[src/rtl/signed_extender_5to16.sv]
// signed_extender_5to16
// Immediate/offset sign-extension unit for an LC-3 style datapath.
//   - out    : combinational sign extension of the primary field `in`
//   - ir_ext : combinational sign extension of an instruction-word field picked by `sel`
//   - out_q  : registered copy of either result, loaded under `ld`
// Both combinational paths are clock-independent and stay valid while reset is held.

module signed_extender_5to16 #(
    parameter int IN_W  = 5,   // primary field width, 1..OUT_W
    parameter int OUT_W = 16   // width of the primary extended result
) (
    input  logic             clk,
    input  logic             rst_n,
    input  logic [IN_W-1:0]  in,
    output logic [OUT_W-1:0] out,
    input  logic [15:0]      ir,
    input  logic [1:0]       sel,
    output logic [15:0]      ir_ext,
    input  logic             src,
    input  logic             ld,
    output logic [15:0]      out_q,
    output logic             out_q_vld
);

    // Field select encodings for the instruction-word path.
    localparam logic [1:0] SEL_IMM5    = 2'd0;
    localparam logic [1:0] SEL_OFFSET6 = 2'd1;
    localparam logic [1:0] SEL_PCOFF9  = 2'd2;
    localparam logic [1:0] SEL_PCOFF11 = 2'd3;

    logic [OUT_W-1:0] w_out;
    logic [15:0]      w_out_16;
    logic [15:0]      w_imm5_ext;
    logic [15:0]      w_off6_ext;
    logic [15:0]      w_pcoff9_ext;
    logic [15:0]      w_pcoff11_ext;
    logic [15:0]      w_ir_ext;
    logic [15:0]      w_load_val;
    logic [15:0]      r_out_q;
    logic             r_out_q_vld;

    // ------------------------------------------------------------------
    // Primary path: bit-by-bit extension. Low IN_W bits copy the field,
    // every bit above replicates the field MSB. Building it per bit keeps
    // the IN_W == OUT_W case legal (no zero-width replication).
    // ------------------------------------------------------------------
    generate
        for (genvar gi = 0; gi < OUT_W; gi++) begin : g_out_bit
            if (gi < IN_W) begin : g_copy
                assign w_out[gi] = in[gi];
            end else begin : g_sign
                assign w_out[gi] = in[IN_W-1];
            end
        end
    endgenerate

    assign out = w_out;

    // ------------------------------------------------------------------
    // The registered result is always 16 bits wide; adapt the primary
    // result to that width (sign-extend if narrower, truncate if wider).
    // ------------------------------------------------------------------
    generate
        for (genvar gi = 0; gi < 16; gi++) begin : g_out16_bit
            if (gi < OUT_W) begin : g_copy
                assign w_out_16[gi] = w_out[gi];
            end else begin : g_sign
                assign w_out_16[gi] = w_out[OUT_W-1];
            end
        end
    endgenerate

    // ------------------------------------------------------------------
    // Instruction-word path: all four candidate extensions are formed in
    // parallel, then one is picked. Bits of ir above the chosen field
    // never reach the selected result.
    // ------------------------------------------------------------------
    assign w_imm5_ext    = {{11{ir[4]}},  ir[4:0]};
    assign w_off6_ext    = {{10{ir[5]}},  ir[5:0]};
    assign w_pcoff9_ext  = {{7{ir[8]}},   ir[8:0]};
    assign w_pcoff11_ext = {{5{ir[10]}},  ir[10:0]};

    // Select the extended instruction field.
    always_comb begin
        w_ir_ext = w_imm5_ext;
        case (sel)
            SEL_IMM5:    w_ir_ext = w_imm5_ext;
            SEL_OFFSET6: w_ir_ext = w_off6_ext;
            SEL_PCOFF9:  w_ir_ext = w_pcoff9_ext;
            SEL_PCOFF11: w_ir_ext = w_pcoff11_ext;
            default:     w_ir_ext = 16'hxxxx;
        endcase
    end

    assign ir_ext = w_ir_ext;

    // Choose which result feeds the pipeline register.
    assign w_load_val = src ? w_ir_ext : w_out_16;

    // Pipeline register: async clear, load on ld, valid flag sticky until reset.
    always_ff @(posedge clk or negedge rst_n) begin
        if (!rst_n) begin
            r_out_q     <= 16'h0000;
            r_out_q_vld <= 1'b0;
        end else if (ld) begin
            r_out_q     <= w_load_val;
            r_out_q_vld <= 1'b1;
        end
    end

    assign out_q     = r_out_q;
    assign out_q_vld = r_out_q_vld;

endmodule

[config.mk]
export PLATFORM = sky130hd
export DESIGN_NAME = signed_extender_5to16
export DESIGN_NICKNAME = d
export VERILOG_FILES = /design/src/rtl/signed_extender_5to16.sv
export SDC_FILE = /design/constraint.sdc
export NUM_CORES = 1
export LEC_CHECK = 0
export ABC_AREA = 1
export BUFFER_PORTS_ARGS = -buffer_cell sky130_fd_sc_hd__buf_2
export CAP_MARGIN = 0
export CORE_MARGIN = 2
export CORE_UTILIZATION = 25
export CTS_CLUSTER_SIZE = 25
export DETAILED_ROUTE_END_ITERATION = 8
export HOLD_SLACK_MARGIN = 0.02
export PLACE_DENSITY = 0.68
export SYNTH_ARGS = -nofsm -noshare
export SYNTH_HDL_FRONTEND = slang
export SYNTH_SLANG_ARGS = --single-unit
[constraint.sdc]
create_clock -name clk -period 1.32 [get_ports clk]
set_input_delay 0.066 -clock clk [delete_from_list [all_inputs] [get_ports clk]]
set_output_delay 0.066 -clock clk [all_outputs]
set_load 0.02 [all_outputs]
## After elaboration in Yosys (flattened, before gate mapping)

Cells that the tools add are included.
Widths: inputs -> output; s select.

| word-level totals | value |
|---|---|
| bits in registers | 17 |
| input bits | 27 |
| logic and storage cells | 8 |
| output and inout bits | 49 |

| cells by class | value |
|---|---|
| multiplexer cells | 2 |
| reduce and logical (&&, ||, !) cells | 1 |
| eq/ne operators | 3 |

Operators by type and width:

| kind | number |
|---|---|
| $pmux 16 s4 | 1 |
| $mux 16 | 1 |
| $eq 2x2->1 const B | 2 |
| $eq 2x1->1 const B | 1 |
| $logic_not 2->1 | 1 |

## Depth between registers and ports, before layout

Gate-level depths: netlist of run 1.

| depth | value |
|---|---|
| word-level depth | 3 |
| gate-level depth with buffers | 6 |
| depth with buffers taken out | 6 |

## Worst setup path before layout of run 1

OpenSTA, ideal clock, no wires.

| path | value |
|---|---|
| path kind | input to output |
| from | in ir[8] |
| to | out ir_ext[11] |
| arrival | 787 ps |
| stages | 5 |
| data required time | 1,254 ps |
| path buffers | 1 |
| path slack | 467 ps |
| cells stage by stage | nand2_1 -> nand2_1 -> nand2_1 -> nand3_1 -> buf_4 |

| between the ends | value |
|---|---|
| word-level cells in the longest chain between the ends | 1 |

Ends and longest elaborated chain:

| element | line | source |
|---|---|---|
| start, declared | 16 | `input logic [15:0] ir,` |
| $pmux 16 s4 | 86 | `case (sel)` |
| end, declared | 18 | `output logic [15:0] ir_ext,` |

Every way passes these cells. The select of a mux whose other input is x is not followed.

==> flow_summary.json, run 1 <==
{
  "synth_nets": 133,
  "groute.usage.overall_pct": 9.921,
  "hold_viol": 0,
  "slowest_delay_ns": 0.42,
  "dieWidth_um": 60.99,
  "post_cts_buffers": 0,
  "synth-main-ff-cell": "dfrtp_1",
  "drcViolationCount": 0,
  "hold_class": "input pin to flip-flop",
  "synth_top_family_by_area": "buffers and inverters",
  "seqCellArea_um2": 300.3,
  "gr-total-overflow": 0,
  "crit_type": "flip-flop to primary output",
  "period_needed_ns": 0.9365,
  "cts_resized": 0,
  "die-area_mm2": 0.003720,
  "core_area_mm2": 0.003078,
  "r2r_setup_slack_ns": 0.56,
  "num-nets-final": 176,
  "fin_worst_skew_ns": 0,
  "synth.mux.area_fraction_pct": 0,
  "pin_count": 76,
  "crit_buf_inv": 1,
  "ys_ff_latch": 12,
  "setup_slack_ns": 0.3835,
  "cts_made_buffers": 3,
  "wirelength_um": 1819,
  "crit_chain": "buf_2",
  "grt_max_degree": 14,
  "gp_congestion": 0.7323,
  "synthTopCellsByCount": "31 x buf_4, 21 x nand2_1, 12 x dfrtp_1, 12 x nor2_1, 9 x o21ai_0",
  "synthSimpleGateAreaFrac_pct": 20.80,
  "htree_levels": 1,
  "cts_max_path_buffers": 2,
  "fillers": 345,
  "p_leak_nw": 0.5633,
  "yosysSeqAreaShare_pct": 36.98,
  "synth-edff-count": 0,
  "netlist_top_cells_area": "dfrtp_1 37%, buf_4 29%, nand2_1 9.7%",
  "slew_headroom_pct": 76.39,
  "start_util_pct": 26.38,
  "n_antenna_cell": 0,
  "cts_hold_buf": 1,
  "syn2layout_area_growth_pct": 24.04,
  "cts_sinks": 12,
  "wl_per_cell_um": 9.524,
  "syn-instance-count": 106,
  "tightest_slew_ns": 0.3541,
  "async_reset_ff_share_pct": 100.0,
  "tns_ns": 0,
  "ctsRootBufferMaster": "clkbuf_4",
  "yosysTopAreaCell": "dfrtp_1",
  "synthAdderAreaFrac_pct": 0,
  "crit_slowest_cell": "dfrtp_1",
  "drt_iter0_drc": 9,
  "synthesis.area_um2": 812.0,
  "grt_pass1_vias": 602,
  "status": "finished clean",
  "vdd_ir_drop_max_mv": 0.3353,
  "dp_slack_ns": 0.3101,
  "grt_pass1_wl_um": 2663,
  "yosys_warnings": 0,
  "path_clk_slew_ns": 0.06,
  "crit_family": "flip-flops",
  "hpwl_um": 1525,
  "yosysUniqueCellTypes": 13,
  "synth_compound_area_share_pct": 10.94,
  "critPathArrivalTime_ns": 0.87,
  "critPathRequiredTime_ns": 1.25,
  "final_antenna_net_count": 0,
  "crit_fanout": 7,
  "maxCapViolCount": 0,
  "crit_path_end_kind": "primary output",
  "synth.most_common_cell": "buf_4",
  "layout-drive-gt1-share_pct": 51.70,
  "via_per_inst": 3.895,
  "powerDensity_mw_per_mm2": 1050,
  "setup_viol": 0,
  "drt_first_pass_iters": 4,
  "cts_tree": "done",
  "maxSlewViolCount": 0,
  "synthXorXnorAreaFrac_pct": 0,
  "vias": 744,
  "clk_latency_ns": 0.26,
  "clock.fmax_mhz": 1068,
  "avgSynthCellArea_um2": 7.661,
  "portBuffers": 70,
  "grt_antenna_before_repair": 0,
  "die_y_um": 60.99,
  "fin_crit_sh_pct": 70.95,
  "cp-start-kind": "flip-flop",
  "synth_top_area_share_pct": 36.98,
  "multiInputGateArea_um2": 257.7,
  "rsz0062_at_grt": "no",
  "fp-row-count": 20
}
kinds of logic (layout without fill, tap and decap cells):
family	after synthesis	count (layout)
AND/OR/NAND/NOR	41	41
buffers and inverters	36	77
AO/OA/AOI/OAI	17	17
flip-flops	12	12
report_power, final:
group          switching [mW]  total, mW  internal (mW)  leakage, nW
Combinational           0.284      0.422          0.137        0.413
Clock                   0.103      0.208          0.105       0.0138
Sequential             0.0228      0.428          0.405        0.136
Total                   0.410       1.06          0.648        0.563
metal layers:
layer	track usage, %	vias up	wire length [µm]
met5	0	-	0
met1	13.58	329	759
met3	5.757	0	131
li1	-	392	-
met4	0.9317	0	0
met2	14.13	23	929
metrics by stage:
step | hold WS, ns | instances | cell area [µm²] | power (mW) | utilization, %
finish | 0.08409 | 191 | 1007 | 1.058 | 32.72
global route | 0.09874 | 191 | 1007 | 1.146 | 32.72
CTS | 0.07075 | 191 | 1007 | 1.078 | 32.72
detailed placement | -0.04547 | 187 | 974.7 | 0.8604 | 31.67
global placement | -0.04467 | 187 | 974.7 | 0.8580 | 31.67
floorplan | -0.2296 | 106 | 812.0 | 0.7722 | -
state kept, by name, summed over array words and instances (netlist names):
signal	flops
out_q	11
out_q_vld	1
cell type report:
| cell class | count | share of cell area (%) |
|---|---|---|
| repair buffers | 71 | 35.78 |
| flip-flops and latches | 12 | 29.81 |
| multi-input cells | 58 | 25.59 |
| well taps | 44 | 5.466 |
| clock buffers | 3 | 2.236 |
| inverters | 3 | 1.118 |
final timing paths:
check / to / cells past startpoint / startpoint
worst max-delay path: out_q[13] / 1 / out_q[14]
worst min-delay path: out_q[4] / 3 / ir[4]
worst max register to register: out_q_vld / 1 / out_q_vld
worst min register to register: out_q_vld / 1 / out_q_vld
max in group asynchronous: out_q[6] / 2 / rst_n
min in group asynchronous: out_q[14] / 2 / rst_n
placed cells by master, fill, tap and decap left out:
| master | instances |
|---|---|
| a21oi_1 | 7 |
| a21oi_2 | 1 |
| buf_2 | 70 |
| clkbuf_4 | 3 |
| dfrtp_1 | 12 |
| dlygate4sd3_1 | 1 |
| inv_1 | 3 |
| nand2_1 | 21 |
| nand2_2 | 1 |
| nand3_1 | 5 |
| nand3b_1 | 1 |
| nor2_1 | 12 |
| o21ai_0 | 9 |
| or2_2 | 1 |
No activity file was read; power rests on OpenSTA's default activity.
==> run 2, diff against run 1 <==
--- a/config.mk
+++ b/config.mk
@@ -5,7 +5,7 @@
 export SDC_FILE = /design/constraint.sdc
 export NUM_CORES = 1
 export LEC_CHECK = 0
-export ABC_AREA = 1
+export ABC_AREA = 0
 export BUFFER_PORTS_ARGS = -buffer_cell sky130_fd_sc_hd__buf_2
 export CAP_MARGIN = 0
 export CORE_MARGIN = 2
==> constraint.sdc (replaced) <==
create_clock -name clk -period 0.8 [get_ports clk]
set_input_delay 0.04 -clock clk [delete_from_list [all_inputs] [get_ports clk]]
set_output_delay 0.04 -clock clk [all_outputs]
set_load 0.02 [all_outputs]
==> run 2 against run 1 <==
Against the previous run:
- the flow now finishes with violations (setup timing)
- clock power is 98% higher
- global-route usage is 1.8 points higher
- synthesized cell count is 5.7% lower
- first-iteration DRC count is 33% higher
- core utilization is 10 points higher
- sequential cell count stayed put
- design area is 46% higher
- clock skew stayed put
- power is 110% higher
- die area is 11% higher
- largest cell class unchanged
- highest routed layer is now met4
==> flow_summary.json, run 2 <==
{
  "yosysTopAreaCell": "dfrtp_1",
  "synth-main-ff-cell": "dfrtp_1",
  "path_clk_slew_ns": 0.09,
  "dieWidth_um": 64.36,
  "synth_nets": 127,
  "pin_count": 76,
  "post-route-util_pct": 43.00,
  "clock.fmax_mhz": 1043,
  "synth_top_area_share_pct": 32.97,
  "p_leak_nw": 0.7295,
  "hp-start": "in[1]",
  "crit_path_end_kind": "primary output",
  "hold_viol": 0,
  "drt_first_pass_iters": 4,
  "synth-edff-count": 0,
  "final_antenna_net_count": 0,
  "synth.most_common_cell": "buf_4",
  "largest_reg_flops": 11,
  "regToRegStartpoint": "out_q[6]",
  "netlist_top_cells_area": "dfrtp_1 33%, buf_4 26%, a21oi_1 6.6%",
  "syn-instance-count": 100,
  "async_reset_ff_share_pct": 100.0,
  "powerDensity_mw_per_mm2": 1505,
  "portBuffers": 70,
  "num-nets-final": 185,
  "synthesis.area_um2": 910.9,
  "avgSynthCellArea_um2": 9.109,
  "placed_area_mm2": 0.001185,
  "hpwl_um": 1725,
  "ys_ff_latch": 12,
  "gr-total-overflow": 0,
  "total_power_mw": 2.210,
  "setup_viol": 29,
  "vias": 839,
  "start_util_pct": 26.67,
  "setup_slack_ns": -0.1586,
  "vdd_ir_drop_max_mv": 0.3115,
  "grt_antenna_before_repair": 0,
  "grt_pass1_wl_um": 3788,
  "hold_path_end": "out_q[1]",
  "htree_levels": 1,
  "maxCapViolCount": 0,
  "r2r_setup_slack_ns": -0.14,
  "tightest_slew_ns": 0.2809,
  "via_per_inst": 4.133,
  "instances_no_fill": 203,
  "drcViolationCount": 0,
  "min_path_cells": 3,
  "dp.cells": 193,
  "crit_type": "flip-flop to primary output",
  "gp_congestion": 0.7260,
  "r2r_end": "out_q[6]",
  "grt_max_degree": 16,
  "die_y_um": 64.36,
  "critPathArrivalTime_ns": 0.92,
  "fp-row-count": 21,
  "layout-drive-gt1-share_pct": 71.34,
  "groute.usage.overall_pct": 11.77,
  "violations": "setup timing",
  "critPathRequiredTime_ns": 0.76,
  "layout_common_cells": "42 x buf_2, 25 x buf_6, 19 x buf_4",
  "final_cell_area_mm2": 0.001469,
  "yosys_warnings": 0,
  "n_antenna_cell": 0,
  "cts_max_path_buffers": 2,
  "reg2regPathDepth": 4,
  "cp-start-kind": "flip-flop",
  "fin_worst_skew_ns": 0,
  "cts_sinks": 12,
  "clk_latency_ns": 0.27,
  "final_common_cell": "buf_2",
  "grt_pass1_vias": 829,
  "cts_made_buffers": 3,
  "slew_headroom_pct": 81.23,
  "fin_crit_sh_pct": 119.8,
  "synthTopCellsByCount": "31 x buf_4, 12 x a21oi_1, 12 x dfrtp_1",
  "hold_slack_ns": 0.07885,
  "yosysUniqueCellTypes": 24,
  "yosysSeqAreaShare_pct": 32.97,
  "cts_tree": "done",
  "wirelength_um": 2401,
  "maxSlewViolCount": 0,
  "tns_ns": -3.038,
  "fillers": 327,
  "core_area_mm2": 0.003416,
  "syn2layout_area_growth_pct": 61.26,
  "wl_per_cell_um": 11.83,
  "dp_slack_ns": -0.1980,
  "die-area_mm2": 0.004142,
  "ctsRootBufferMaster": "clkbuf_4",
  "crit_fanout": 2,
  "hold_class": "input pin to flip-flop",
  "drt_iter0_drc": 12,
  "period_needed_ns": 0.9586,
  "status": "complete, but fails checks",
  "rsz0062_at_grt": "yes",
  "crit_start": "out_q[6]"
}
[run 2: cell count changes in the layout (fill, tap and decap cells not counted), moves of 3 or more]
cell	change
buf_6	+25
nor2_1	-6
nand2_1	-19
nand3_1	-5
dfrtp_1	-4
nor2_4	+3
dfrtp_2	+4
a21oi_2	+4
o21ai_0	-9
buf_4	+19
mux2i_1	+5
buf_2	-28
[run 2: cells by family after synthesis]
group,share of synthesized area [%]
mux,8.792
buf+inv,28.98
simple gates,11.68
flops,32.97
compound gates,17.58
[run 2: worst max path at each step]
stage / depth (start not counted) / end / slack [ns]
CTS: 2 / out_q[6] / -0.16
finish: 2 / out_q[6] / -0.16
global placement: 5 / ir_ext[11] / -0.19
floorplan: 3 / out_q[6] / -0.04
detailed placement: 5 / ir_ext[15] / -0.20
global route: 1 / out_q[13] / -0.18
[run 2: what timing repair did]
action | 4_1_cts | 5_1_grt
hold buffers | 1 | 0
setup buffers | 5 | 1
pin swaps | 1 | 6
gates resized for setup | 48 | 17
endpoints found under the setup margin | 29 | 33
endpoints found under the hold margin | 12 | 0
[run 2: worst max-delay path: stages (launching register included)]
cell     delay, ns
dfrtp_2       0.42
buf_6         0.12
buf_6         0.12
[run 2: cell type report]
class	count	area (µm²)	share of cell area, %
timing repair buffer	88	659.4	44.89
multi-input combinational	50	409.1	27.85
sequential	12	305.3	20.78
tap	46	57.56	3.918
clock buffer	4	26.28	1.789
inverter	3	11.26	0.7666
[run 2: power by group]
| part | total, mW | switching [mW] | internal [mW] | leakage, nW |
|---|---|---|---|---|
| sequential | 0.731 | 0.0579 | 0.673 | 0.129 |
| combinational | 1.07 | 0.551 | 0.517 | 0.585 |
| clock | 0.412 | 0.219 | 0.193 | 0.0150 |
[run 2: per-layer routing]
metal | GRT usage (%) | vias to the layer above | wire (µm)
met5 | 0 | - | 0
met4 | 3.457 | 0 | 21
met3 | 3.169 | 2 | 148
met2 | 20.96 | 34 | 1236
met1 | 13.70 | 380 | 995
li1 | - | 423 | -
==> run 3, diff against run 2 <==
--- a/config.mk
+++ b/config.mk
@@ -10,10 +10,11 @@
 export CAP_MARGIN = 0
 export CORE_MARGIN = 2
 export CORE_UTILIZATION = 25
+export CTS_BUF_LIST = sky130_fd_sc_hd__clkbuf_2
 export CTS_CLUSTER_SIZE = 25
 export DETAILED_ROUTE_END_ITERATION = 8
 export HOLD_SLACK_MARGIN = 0.02
-export PLACE_DENSITY = 0.68
+export PLACE_DENSITY = 0.66
 export SYNTH_ARGS = -nofsm -noshare
 export SYNTH_HDL_FRONTEND = slang
 export SYNTH_SLANG_ARGS = --single-unit
==> constraint.sdc (replaced) <==
create_clock -name clk -period 1 [get_ports clk]
set_input_delay 0.05 -clock clk [delete_from_list [all_inputs] [get_ports clk]]
set_output_delay 0.05 -clock clk [all_outputs]
set_load 0.02 [all_outputs]
==> run 3 against run 2 <==
Against the previous run:
- the flow now finishes without violations
- routed wire length down 5.3%
- global-route usage fell by 0.98 points
- count of clock-buffer cells in the layout fell by 1
- combinational power shrank 34%
- critical path depth up 3
- critical path type is now input pin to primary output
- highest routed layer unchanged
==> flow_summary.json, run 3 (synthesis results as in run 2) <==
{
  "setup_viol": 0,
  "vdd_ir_drop_max_mv": 0.5594,
  "grt_antenna_before_repair": 0,
  "clk_latency_ns": 0.25,
  "maxCapViolCount": 0,
  "vias": 849,
  "met2_length_um": 1148,
  "wirelength_um": 2273,
  "wl_per_cell_um": 11.42,
  "hold_class": "input pin to flip-flop",
  "maxSlewViolCount": 0,
  "reg2regPathDepth": 3,
  "pin_count": 76,
  "powerDensity_mw_per_mm2": 1206,
  "power.clock.fraction_pct": 16.8,
  "dieWidth_um": 64.36,
  "drcViolationCount": 0,
  "clock.fmax_mhz": 1042,
  "comb_power_share_pct": 46.3,
  "rsz0062_at_grt": "no",
  "ctsRootBufferMaster": "clkbuf_2",
  "crit_path_end_kind": "primary output",
  "grt_pass1_vias": 742,
  "via_per_inst": 4.266,
  "period_needed_ns": 0.9598,
  "tightest_slew_ns": 0.3559,
  "wl_met1_um": 956,
  "fillers": 375,
  "portBuffers": 70,
  "seq_power_share_pct": 36.9,
  "drt_first_pass_iters": 3,
  "cts_max_path_buffers": 2,
  "largest_reg_flops": 11,
  "post-route-util_pct": 37.11,
  "grt_pass1_wl_um": 3470,
  "crit_fanout": 6,
  "highest_layer": "met4",
  "gp_congestion": 0.7524,
  "fin_crit_sh_pct": 95.98,
  "die-area_mm2": 0.004142,
  "swShare_pct": 40.21,
  "crit_type": "input pin to primary output",
  "die_y_um": 64.36,
  "status": "finished clean",
  "syn2layout_area_growth_pct": 39.15,
  "core_area_mm2": 0.003416,
  "groute.usage.overall_pct": 10.79,
  "slew_headroom_pct": 76.06,
  "htree_levels": 1,
  "final_common_cell": "buf_2",
  "hold_viol": 0,
  "hpwl_um": 1810,
  "p_sw_mw": 0.6147,
  "path_clk_slew_ns": 0.14,
  "drt_iter0_drc": 13,
  "seqCellArea_um2": 301.5,
  "cts_sinks": 12,
  "critPathArrivalTime_ns": 0.91,
  "critPathRequiredTime_ns": 0.95,
  "p_int_mw": 0.9139,
  "min_path_cells": 3,
  "cts_made_buffers": 3,
  "cp-start-kind": "input pin",
  "final_antenna_net_count": 0,
  "grt_max_degree": 13,
  "start_util_pct": 26.67,
  "fp-row-count": 21,
  "p_leak_nw": 0.6610,
  "gr-total-overflow": 0,
  "layout_common_cells": "61 x buf_2, 15 x buf_4, 11 x dfrtp_1",
  "layout-drive-gt1-share_pct": 64.05,
  "n_antenna_cell": 0,
  "hold_slack_ns": 0.08269,
  "cts_tree": "done",
  "wl_met3_um": 146,
  "fin_worst_skew_ns": 0,
  "multiInputGateArea_um2": 367.9,
  "num-nets-final": 181
}
run 3: metrics by stage:
step / instance area, µm² / setup WS, ns / setup TNS, ns / power (mW) / instances
final: 1267 / 0.04018 / 0 / 1.529 / 199
after global placement: 1122 / -0.01374 / -0.08157 / 1.199 / 188
after floorplan: 914.6 / 0.04911 / 0 / 1.064 / 100
after CTS: 1194 / 0.001765 / 0 / 1.495 / 195
after detailed placement: 1122 / -0.01951 / -0.1116 / 1.206 / 188
after global routing: 1267 / 0.002051 / 0 / 1.615 / 199
run 3: what timing repair did:
| item | CTS | global route |
|---|---|---|
| endpoints found under the hold margin | 12 | 0 |
| buffers inserted | 2 | 4 |
| gates resized for setup | 9 | 13 |
| hold buffers | 1 | 0 |
| pin swaps | 1 | 1 |
| endpoints found under the setup margin | 7 | 16 |
run 3: routing by layer:
layer / global-route usage [%] / up-vias
met5: 0 / -
li1: - / 417
met2: 18.75 / 38
met3: 2.641 / 2
met1: 12.89 / 392
met4: 3.723 / 0
run 3: final timing paths:
check	start	endpoint	slack, ns
min reg2reg	out_q_vld	out_q_vld	0.47
max reg2reg	out_q[6]	out_q[6]	0.14
max	sel[0]	ir_ext[15]	0.04
min in group asynchronous	rst_n	out_q[9]	0.15
max in group asynchronous	rst_n	out_q[8]	0.60
min	in[1]	out_q[1]	0.08
run 3: worst max-delay path: stages:
cell     delay (ns)
buf_8          0.10
mux2_4         0.31
nor2_4         0.20
a21oi_4        0.09
buf_6          0.15
run 3: area by class of cell:
cell class	count	share of cell area [%]
Clock buffer	3	1.185
Timing Repair Buffer	84	40.28
Multi-Input combinational cell	50	29.02
Tap cell	46	4.541
Sequential cell	12	23.79
Clock inverter	1	0.2961
Inverter	3	0.8884
run 3: power by group through the flow:
stage          Combinational, mW  Clock (mW)  Sequential [mW]
3_5_place_dp               0.631           0            0.574
3_3_place_gp               0.625           0            0.574
4_1_cts                    0.666       0.264            0.565
5_1_grt                    0.759       0.283            0.573
2_1_floorplan              0.427           0            0.637
6_report                   0.708       0.257            0.564
